$ cat src/rtl/fetch_unit.sv
// fetch_unit
// Instruction fetch/sequencing front end for a small processor. Reads one
// 16-bit instruction word from program memory, presents its decoded fields
// to the Control_Unit for one DECODE cycle, waits in EXEC until the
// Control_Unit finishes, then selects the next pc (halt, return, branch or
// sequential).
//
// Ports:
//   clk, rst               clock and synchronous active-high reset
//   mem_addr, mem_rd       program memory word address and read request
//   mem_rdata, mem_ready   instruction word and its valid strobe
//   opcode, rsel, imm16,
//   target                 combinational decodes of the instruction register
//   pc_out                 current pc (return address during EXEC)
//   instr_valid            one-cycle pulse in DECODE
//   exec_done, bra,
//   pc_load, pc_load_val,
//   hlt                    Control_Unit handshake, only honoured in EXEC
//   halted                 high while halted
module fetch_unit (
  input  logic        clk,
  input  logic        rst,
  output logic [9:0]  mem_addr,
  output logic        mem_rd,
  input  logic [15:0] mem_rdata,
  input  logic        mem_ready,
  output logic [5:0]  opcode,
  output logic        rsel,
  output logic [15:0] imm16,
  output logic [9:0]  target,
  output logic [9:0]  pc_out,
  output logic        instr_valid,
  input  logic        exec_done,
  input  logic        bra,
  input  logic        pc_load,
  input  logic [9:0]  pc_load_val,
  input  logic        hlt,
  output logic        halted
);

  typedef enum logic [2:0] {
    IDLE   = 3'd0,
    FETCH  = 3'd1,
    DECODE = 3'd2,
    EXEC   = 3'd3,
    HALT   = 3'd4
  } state_t;

  state_t      state, state_next;
  logic [9:0]  pc, pc_next;
  logic [15:0] ir, ir_next;

  always_ff @(posedge clk) begin
    if (rst) begin
      state <= IDLE;
      pc    <= 10'd0;
      ir    <= 16'h0000;
    end else begin
      state <= state_next;
      pc    <= pc_next;
      ir    <= ir_next;
    end
  end

  // The pc is bumped in DECODE so that during EXEC it already points at the
  // next sequential instruction; EXEC then only overrides it for RET/branch.
  always_comb begin
    state_next = state;
    pc_next    = pc;
    ir_next    = ir;
    case (state)
      IDLE: state_next = FETCH;
      FETCH: begin
        if (mem_ready) begin
          ir_next    = mem_rdata;
          state_next = DECODE;
        end
      end
      DECODE: begin
        pc_next    = pc + 10'd1;
        state_next = EXEC;
      end
      EXEC: begin
        if (exec_done) begin
          if (hlt) begin
            state_next = HALT;
          end else begin
            state_next = FETCH;
            if (pc_load)
              pc_next = pc_load_val;
            else if (bra)
              pc_next = ir[9:0];
          end
        end
      end
      HALT: state_next = HALT;
      default: state_next = IDLE;
    endcase
  end

  assign mem_rd      = (state == FETCH);
  assign mem_addr    = pc;
  assign instr_valid = (state == DECODE);
  assign halted      = (state == HALT);
  assign pc_out      = pc;

  assign opcode = ir[15:10];
  assign rsel   = ir[9];
  assign imm16  = {{7{ir[8]}}, ir[8:0]};
  assign target = ir[9:0];

endmodule
$ cat config.mk
export PLATFORM = sky130hd
export DESIGN_NAME = fetch_unit
export DESIGN_NICKNAME = d
export VERILOG_FILES = /design/src/rtl/fetch_unit.sv
export SDC_FILE = /design/constraint.sdc
export NUM_CORES = 1
export LEC_CHECK = 0
export CAP_MARGIN = 15
export CORE_ASPECT_RATIO = 1.25
export CORE_UTILIZATION = 40
export DETAILED_ROUTE_END_ITERATION = 8
export PLACE_DENSITY = 0.81
export SYNTH_ARGS = -nofsm -noshare
export SYNTH_HDL_FRONTEND = slang
export SYNTH_SLANG_ARGS = --single-unit
$ cat constraint.sdc
create_clock -name clk -period 1.8 [get_ports clk]
set_input_delay 0.36 -clock clk [delete_from_list [all_inputs] [get_ports clk]]
set_output_delay 0.36 -clock clk [all_outputs]
set_load 0.02 [all_outputs]
# After elaboration in Yosys (flattened, before gate mapping)
# Index checks and enable logic that the tools add are counted.
[word_totals] register_bits=29 in_bits=33 output_inout_bits=56 word_cells=26
[classes] n_addsub=1 eq_ne=8 muxes=9 reduce_logical=5
[ops] operator="10-bit two-way mux" n=4
[ops] operator="10-bit case mux with 2 select lines" n=1
[ops] operator="3-bit case mux with 5 select lines" n=1
[ops] operator="10-bit by 1-bit adder with 10-bit output (second input constant)" n=1
[ops] operator="3-bit two-way mux" n=3
[ops] operator="3-bit by 2-bit == test with 1-bit output (second input constant)" n=2
[ops] operator="2-bit inequality test (second input constant)" n=2
[ops] operator="2-bit AND reduction" n=2
[ops] operator="4-bit AND reduction" n=1
[ops] operator="3-bit by 1-bit == test with 1-bit output (second input constant)" n=1
[ops] operator="3-bit == test (second input constant)" n=1
[ops] operator="3-bit zero test" n=1
[ops] operator="3-bit inequality test (second input constant)" n=1
[ops] operator="2-bit by 1-bit inequality test with 1-bit output (second input constant)" n=1
[ops] operator="2-bit nonzero test" n=1

# Depth between registers and ports, before layout
# Gate-level depths: netlist (run 1).
[depth] depth_word=5 depth_mapped=7 ltp_nobuf=5

# Worst setup path after synthesis (run 1)
# OpenSTA, ideal clock, no wires.
[synth_timing] kind="reg-to-reg" start="register pc[0], in the netlist mem_addr[0]" end="register pc[6], in the netlist mem_addr[6]" setup_ps=135 t_arrival_ps=1364 required_ps=1665 setup_slack_ps=302 path_stages_with_launch=6 n_path_buf=0 period_less_slack_ps=1498 cell_sequence="dfxtp_1 > ha_1 > and3_1 > a31oi_1 > o311ai_0 > o21ai_0"
[synth_via] elab_chain_cells=2
[synth_lines] item="from (decl)" line="50" source="logic [9:0] pc, pc_next;"
[synth_lines] item="from (signal assigned)" line="60" source="pc <= pc_next;"
[synth_lines] item="10-bit by 1-bit adder with 10-bit output" line="80" source="pc_next = pc + 10'd1;"
[synth_lines] item="10-bit case mux with 2 select lines" line="71" source="case (state)"
# No other way between the ends.
# A chain may end at the register's enable or synchronous reset.

# Final worst setup path (run 1)
[layout_timing] start="register pc[5], in the netlist mem_addr[5]" end="output mem_addr[5]"
[layout_lines] item="to (decl)" line="23" source="output logic [9:0] mem_addr,"
# No word-level cell between the ends.

==> results by group, run 1 <==
Placement
  • DP HPWL: 3450 um
  • Placed instance count: 336
  • Gpl congestion: 0.878
  • Port bufs: 88

Synthesis
  • Synth top area cells: dfxtp_1, buf_4, nand2_1
  • Mapped cell area: 1720 sq um
  • Most common cell in the synthesized netlist: nand2_1
  • Most frequent cells after synthesis: nand2_1, dfxtp_1, buf_4
  • Share of the synthesized area in the top cell type: 0.337
  • Post-synth EDFFs: 0
  • Synth cell types: 43
  • Area leader, netlist: dfxtp_1
  • Post-synthesis register bit count: 29
  • Syn Nets: 250
  • Synth Instances: 216
  • Ys Warns: 0
  • Post-synth ARST share: 0
  • Seq/Total Area, Yosys: 0.337
  • Main flop type after synthesis: dfxtp_1
  • Syn avg cell area: 7.98 sq um

STA
  • Final Setup Violations: 0
  • Final Hold Viols: 0
  • RSZ-0062 raised after global routing: false
  • Tcrit/Tclk final: 0.945
  • Relative slew slack: 0.662
  • Setup Skew: 3.82 ps
  • Crit path time final: 1700 ps
  • Max Slew Vio Count: 0
  • Least-Margin Pin Slew: 506 ps
  • Max Freq: 588 MHz

Route
  • Routed length on met1: 1930 um
  • Top Metal Used: met4
  • Via density: 5.11
  • Drt drc: 0
  • First DRT Iteration DRCs: 110
  • ANT nets after route: 0
  • Met2 wire length: 2250 um
  • DRT Pass-1 Iters: 4
  • Met3 routed WL: 282 um
  • WL/cell: 13.3 um
  • Vias post-DR: 1759
  • Final WL: 4570 um

Layout
  • Final net count: 321
  • Final non-filler cell total: 344
  • Area Growth Syn to Fin: 49.6%
  • Post-layout util: 0.629
  • Ant diodes: 0
  • Layout cells sized above 1: 0.115

Global route
  • Total GRT Usage: 0.217
  • Grt ovf: 0
  • Largest net degree at the start of global routing: 26
  • Initial antenna violation count: 0
  • Vias in the first global route: 1716
  • First-pass GRT wire length: 7600 um

Hold path
  • Hold Crit Depth: 2
  • Worst Hold Class: reg2reg
  • Hold EP: ir[12]
  • Worst min-delay path startpoint: ir[12]

Worst setup path
  • CP Class: reg2out
  • Critical Path Fanout Max: 8
  • CP delay by family, top: buffers and inverters
  • Critical-path cell list: clkdlybuf4s50_1
  • Reg2Reg Depth: 5
  • CP bufs+invs: 1
  • CP Depth: 1
  • FF-to-FF setup slack: 210 ps
  • Worst path required time: 1440 ps
  • Worst r2r src: state[0]
  • Critical path data arrival time: 1340 ps
  • Slowest CP cell: clkdlybuf4s50_1
  • CP max stage delay: 640 ps
  • Critical Path Source Type: flop
  • Worst Setup End Kind: output port
  • Reg2Reg Capture Point: mem_addr[6]

Floorplan
  • Initial core utilization: 0.421
  • Die ar.: 4580 sq um
  • Die Wd: 60.7 um
  • Row cnt: 26
  • Core area: 4100 sq um
  • Die height: 75.4 um
  • IO Pins: 89

Clocking
  • CTS tree: done
  • CTS root buf: clkbuf_8
  • Worst skew pair latency: 270 ps
  • Clock transition at the registers of the reported paths: 70 ps
  • H-tree Lvls: 2
  • Clock Path Buffers: 2
  • CTS sink count: 29
  • Total CTS buffers: 5

Pwr
  • Power Dens Cells: 616 nW/um^2
  • Worst vdd ir: 0.421 mV
  • Leakage power: 0.926 nW

Run
  • Max-Cap Viols: 0

Outcome
  • Status: completed
## metrics by stage
| step | hold slack [ps] | instance area, sq um | setup TNS [ps] | setup WS, ps | power (mW) |
|---|---|---|---|---|---|
| 2_1_floorplan | 494 | 1720 | 0 | 302 | 0.920 |
| 3_3_place_gp | 441 | 2500 | 0 | 2.21 | 1.09 |
| 3_5_place_dp | 448 | 2500 | -218 | -71.8 | 1.09 |
| 4_1_cts | 455 | 2580 | 0 | 86.8 | 1.59 |
| 5_1_grt | 482 | 2580 | 0 | 8.62 | 1.66 |
| 6_report | 455 | 2580 | 0 | 99.9 | 1.59 |
## logic make-up after synthesis
family	after synthesis	share of synthesized area
flops	29	0.337
compound gates	56	0.200
mux	10	0.0602
buf+inv	45	0.183
simple gates	75	0.213
fa+ha+maj	1	0.00726
## cells in the final DEF (no fill, tap or decap), drive strengths merged, types with 4 or more instances in the layout
cell type      synthesis  final
nand4                  4      4
o311ai                 4      4
inv                    5      5
clkdlybuf4s50          0     85
o21ai                  8      8
nor3b                  4      4
a31oi                  5      5
a21oi                 25     25
clkbuf                 4      6
dfxtp                 29     29
nor2                   9      9
nand2                 39     39
buf                   36     16
mux2i                  7      7
nand3                  4      4
## worst max-delay path by stage
stage,start,endpoint,slack [ps]
after global placement,hlt,mem_addr[4],2
after global routing,mem_addr[0],mem_addr[6],9
after detailed placement,hlt,mem_addr[5],-70
after CTS,mem_addr[5],mem_addr[5],90
final,mem_addr[5],mem_addr[5],100
after floorplan,mem_addr[0],mem_addr[6],300
## routing by layer
| layer | vias to the layer above | GRT usage |
|---|---|---|
| met5 | - | 0 |
| met4 | 0 | 0.0833 |
| met3 | 10 | 0.0509 |
| met2 | 70 | 0.379 |
| met1 | 803 | 0.254 |
| li1 | 876 | - |
## registers in the layout, summed over array words and instances (netlist names)
name,flops
ir,16
mem_addr,10
state,3
## final cells by class
| type | count | area, sq um |
|---|---|---|
| Clock buffer | 6 | 72.6 |
| Sequential cell | 29 | 583 |
| Inverter | 5 | 18.8 |
| Multi-Input combinational cell | 142 | 828 |
| Clock inverter | 2 | 10.0 |
| Timing Repair Buffer | 104 | 997 |
| Fill cell | 368 | 1520 |
| Tap cell | 56 | 70.1 |
## what timing repair did
item | in CTS | in global routing
resized for setup | 5 | 0
endpoints found under the setup margin | 12 | 0
hold buffers | 0 | 0
buffers inserted | 0 | 0
## report_power, final
group / internal, mW / total, mW / switching (mW)
registers: 0.667 / 0.696 / 0.0286
logic: 0.200 / 0.378 / 0.179
clock network: 0.267 / 0.515 / 0.248
total: 1.13 / 1.59 / 0.455
No activity file was read; power rests on OpenSTA's default activity.
==> inputs of run 2 (changes only) <==
--- a/config.mk
+++ b/config.mk
@@ -7,9 +7,9 @@
 export LEC_CHECK = 0
 export CAP_MARGIN = 15
 export CORE_ASPECT_RATIO = 1.25
-export CORE_UTILIZATION = 40
+export CORE_UTILIZATION = 35
 export DETAILED_ROUTE_END_ITERATION = 8
-export PLACE_DENSITY = 0.81
+export PLACE_DENSITY = 0.72
 export SYNTH_ARGS = -nofsm -noshare
 export SYNTH_HDL_FRONTEND = slang
 export SYNTH_SLANG_ARGS = --single-unit
==> constraint.sdc (replaced) <==
create_clock -name clk -period 1.6 [get_ports clk]
set_input_delay 0.32 -clock clk [delete_from_list [all_inputs] [get_ports clk]]
set_output_delay 0.32 -clock clk [all_outputs]
set_load 0.02 [all_outputs]
==> run 2 against run 1 <==
  * Combinational power up 12%
  * Clock skew rose by 4.5 ps
  * Sequential power rose by 12%
  * Register-to-register slack lost 90 ps
  * Global-route usage is 2.0 points lower
  * Clock-buffer cell count grew 1
  * Setup slack worse by 50 ps
  * First-iteration DRC count is 63% higher
  * Routed wire length grew 6.7%
  * Sequential share of layout area decreased by 0.55 points
  * Via count rose by 2.9%
  * Cell count grew 3.2%
  * Largest cell class unchanged
==> results by group, run 2 (synthesis results as in run 1) <==
Layout
  • Ant diodes: 0 (unchanged)
  • Finished Cell Area: 2650 sq um (was 2580 sq um)
  • Fill cells: 469 (was 368)
  • Final net count: 328 (was 321)
  • Number of flip-flops in the largest register: 16 (unchanged)
  • Post-layout util: 0.560 (was 0.629)
  • Area Growth Syn to Fin: 53.7% (was 49.6%)
  • Final non-filler cell total: 355 (was 344)
  • Layout cells sized above 1: 0.159 (was 0.115)
  • Commonest non-fill, non-tap cells in the layout: dlygate4sd2_1, nand2_1, clkdlybuf4s50_1 (was clkdlybuf4s50_1, nand2_1, dfxtp_1)
  • Commonest non-fill, non-tap cell in the layout: dlygate4sd2_1 (was clkdlybuf4s50_1)
  • Most flops, register: ir (unchanged)

Pwr
  • Combinational Power Share: 0.225 (was 0.238)
  • Power Dens Cells: 711 nW/um^2 (was 616 nW/um^2)
  • Register share of total power: 0.415 (was 0.438)
  • Tot Pwr: 1.89 mW (was 1.59 mW)
  • Sw frac: 0.281 (was 0.286)
  • Worst vdd ir: 0.515 mV (was 0.421 mV)
  • Clock share of power: 0.359 (was 0.324)
  • Pint: 1.36 mW (was 1.13 mW)
  • Net Switching: 0.530 mW (was 0.455 mW)
  • Leakage power: 1.28 nW (was 0.926 nW)

Hold path
  • Worst min-delay path startpoint: ir[10] (was ir[12])
  • Hold EP: ir[10] (was ir[12])
  • Worst Hold Class: reg2reg (unchanged)
  • Hold Crit Depth: 2 (unchanged)

STA
  • Max Slew Vio Count: 0 (unchanged)
  • Final Hold Viols: 0 (unchanged)
  • Relative slew slack: 0.664 (was 0.662)
  • Final Setup Violations: 0 (unchanged)
  • Setup Skew: 8.29 ps (was 3.82 ps)
  • Setup TNS: 0 ps (unchanged)
  • Fin Hold WS: 458 ps (was 455 ps)
  • Final worst slack: 50.2 ps (was 99.9 ps)
  • Tcrit/Tclk final: 0.969
  • Least-Margin Pin Slew: 502 ps (was 506 ps)
  • RSZ-0062 raised after global routing: true (was false)
  • Crit path time final: 1550 ps
  • Max Freq: 645 MHz

Global route
  • Met1 Usage GRT: 0.233 (was 0.254)
  • Largest net degree at the start of global routing: 17 (was 26)
  • Total GRT Usage: 0.197 (was 0.217)
  • Global routing usage on met2: 0.323 (was 0.379)
  • Global-route met3 utilization: 0.0540 (was 0.0509)
  • Vias in the first global route: 1584 (was 1716)
  • Initial antenna violation count: 0 (unchanged)
  • Grt ovf: 0 (unchanged)
  • GRT Max-Usage Layer: met2 (unchanged)
  • First-pass GRT wire length: 7770 um (was 7600 um)

Route
  • First DRT Iteration DRCs: 179 (was 110)
  • Drt drc: 0 (unchanged)
  • WL/cell: 13.7 um (was 13.3 um)
  • DRT Pass-1 Iters: 4 (unchanged)
  • Vias post-DR: 1810 (was 1759)
  • ANT nets after route: 0 (unchanged)
  • Final WL: 4870 um (was 4570 um)
  • Via density: 5.10 (was 5.11)

Clocking
  • Post-cts hold buffer count: 0 (unchanged)
  • Total CTS buffers: 5 (unchanged)
  • Clock Path Buffers: 2 (unchanged)
  • Worst skew pair latency: 290 ps (was 270 ps)
  • H-tree Lvls: 2 (unchanged)
  • CTS sink count: 29 (unchanged)
  • Clock transition at the registers of the reported paths: 60 ps (was 70 ps)
  • CTS tree: done (unchanged)
  • CTS root buf: clkbuf_8 (unchanged)

Worst setup path
  • FF-to-FF setup slack: 120 ps (was 210 ps)
  • Critical-path cell list: clkdlybuf4s50_1 (unchanged)
  • Critical Path Source Type: flop (unchanged)
  • Reg2Reg Capture Point: mem_addr[6] (unchanged)
  • Critical path data arrival time: 1230 ps (was 1340 ps)
  • CP delay by family, top: buffers and inverters (unchanged)
  • CP bufs+invs: 1 (unchanged)
  • Critical Path Fanout Max: 2 (was 8)
  • Worst r2r src: mem_addr[0] (was state[0])
  • CP max stage delay: 610 ps (was 640 ps)
  • Reg2Reg Depth: 5 (unchanged)
  • Worst path required time: 1280 ps (was 1440 ps)
  • CP Class: reg2out (unchanged)
  • Slowest CP cell: clkdlybuf4s50_1 (unchanged)
  • Worst Setup End Kind: output port (unchanged)

Floorplan
  • Row cnt: 28 (was 26)
  • IO Pins: 89 (unchanged)
  • Initial core utilization: 0.365 (was 0.421)
  • Core area: 4730 sq um (was 4100 sq um)
  • Die height: 80.5 um (was 75.4 um)
  • Die ar.: 5210 sq um (was 4580 sq um)
  • Die Wd: 64.8 um (was 60.7 um)

Outcome
  • Status: completed (unchanged)

Placement
  • Pre-CTS setup slack: -191 ps (was -71.8 ps)
  • Gpl congestion: 0.914 (was 0.878)
  • Port bufs: 88 (unchanged)
  • DP HPWL: 3600 um (was 3450 um)
  • Placed cell areas: 2540 sq um (was 2500 sq um)
  • Placed instance count: 343 (was 336)

Run
  • Max-Cap Viols: 0 (unchanged)
==> run 2: changes by cell type in the layout (fill, tap and decap cells not counted), moves of 2 or more <==
cell and delta:
buf_4 +6, clkbuf_8 +2, clkdlybuf4s15_2 +2, clkdlybuf4s50_1 -49, dlygate4sd2_1 +39, dlymetal6s2s_1 +7
o311ai_0 -2, o311ai_1 +2
==> run 2: timing repair <==
action | 4_1_cts | 5_1_grt
gates resized for setup | 52 | 16
setup endpoints to repair | 45 | 25
setup buffers | 0 | 4
==> run 2: cell type report <==
class | instances | area, sq um | share of cell area
flip-flops and latches | 29 | 584 | 0.220
clock buffers | 7 | 96.3 | 0.0364
multi-input cells | 142 | 842 | 0.318
repair buffers | 111 | 1030 | 0.388
clock inverters | 1 | 5.00 | 0.00189
inverters | 5 | 18.8 | 0.00708
well taps | 60 | 75.1 | 0.0283
==> run 2: worst max path at each step <==
stage / start / end / slack, ps / cells after the start
floorplan: mem_addr[0] / mem_addr[6] / 100 / 5
global placement: hlt / mem_addr[4] / -160 / 5
detailed placement: hlt / mem_addr[6] / -190 / 5
CTS: state[2] / instr_valid / 5 / 3
global route: mem_addr[0] / mem_addr[6] / -10 / 5
finish: ir[15] / opcode[5] / 50 / 1
==> run 2: per-layer routing <==
metal / part of all wire / up-vias
li1: - / 897
met1: 0.40 / 821
met2: 0.51 / 80
met3: 0.066 / 12
met4: 0.021 / 0
met5: 0 / -
==> run 2: power groups by stage <==
| stage | Sequential [mW] | Combinational [mW] | Clock [mW] |
|---|---|---|---|
| global route | 0.788 | 0.459 | 0.723 |
| CTS | 0.782 | 0.417 | 0.685 |
| detailed placement | 0.799 | 0.441 | 0 |
| finish | 0.783 | 0.425 | 0.678 |
| global placement | 0.797 | 0.438 | 0 |
| floorplan | 0.816 | 0.219 | 0 |
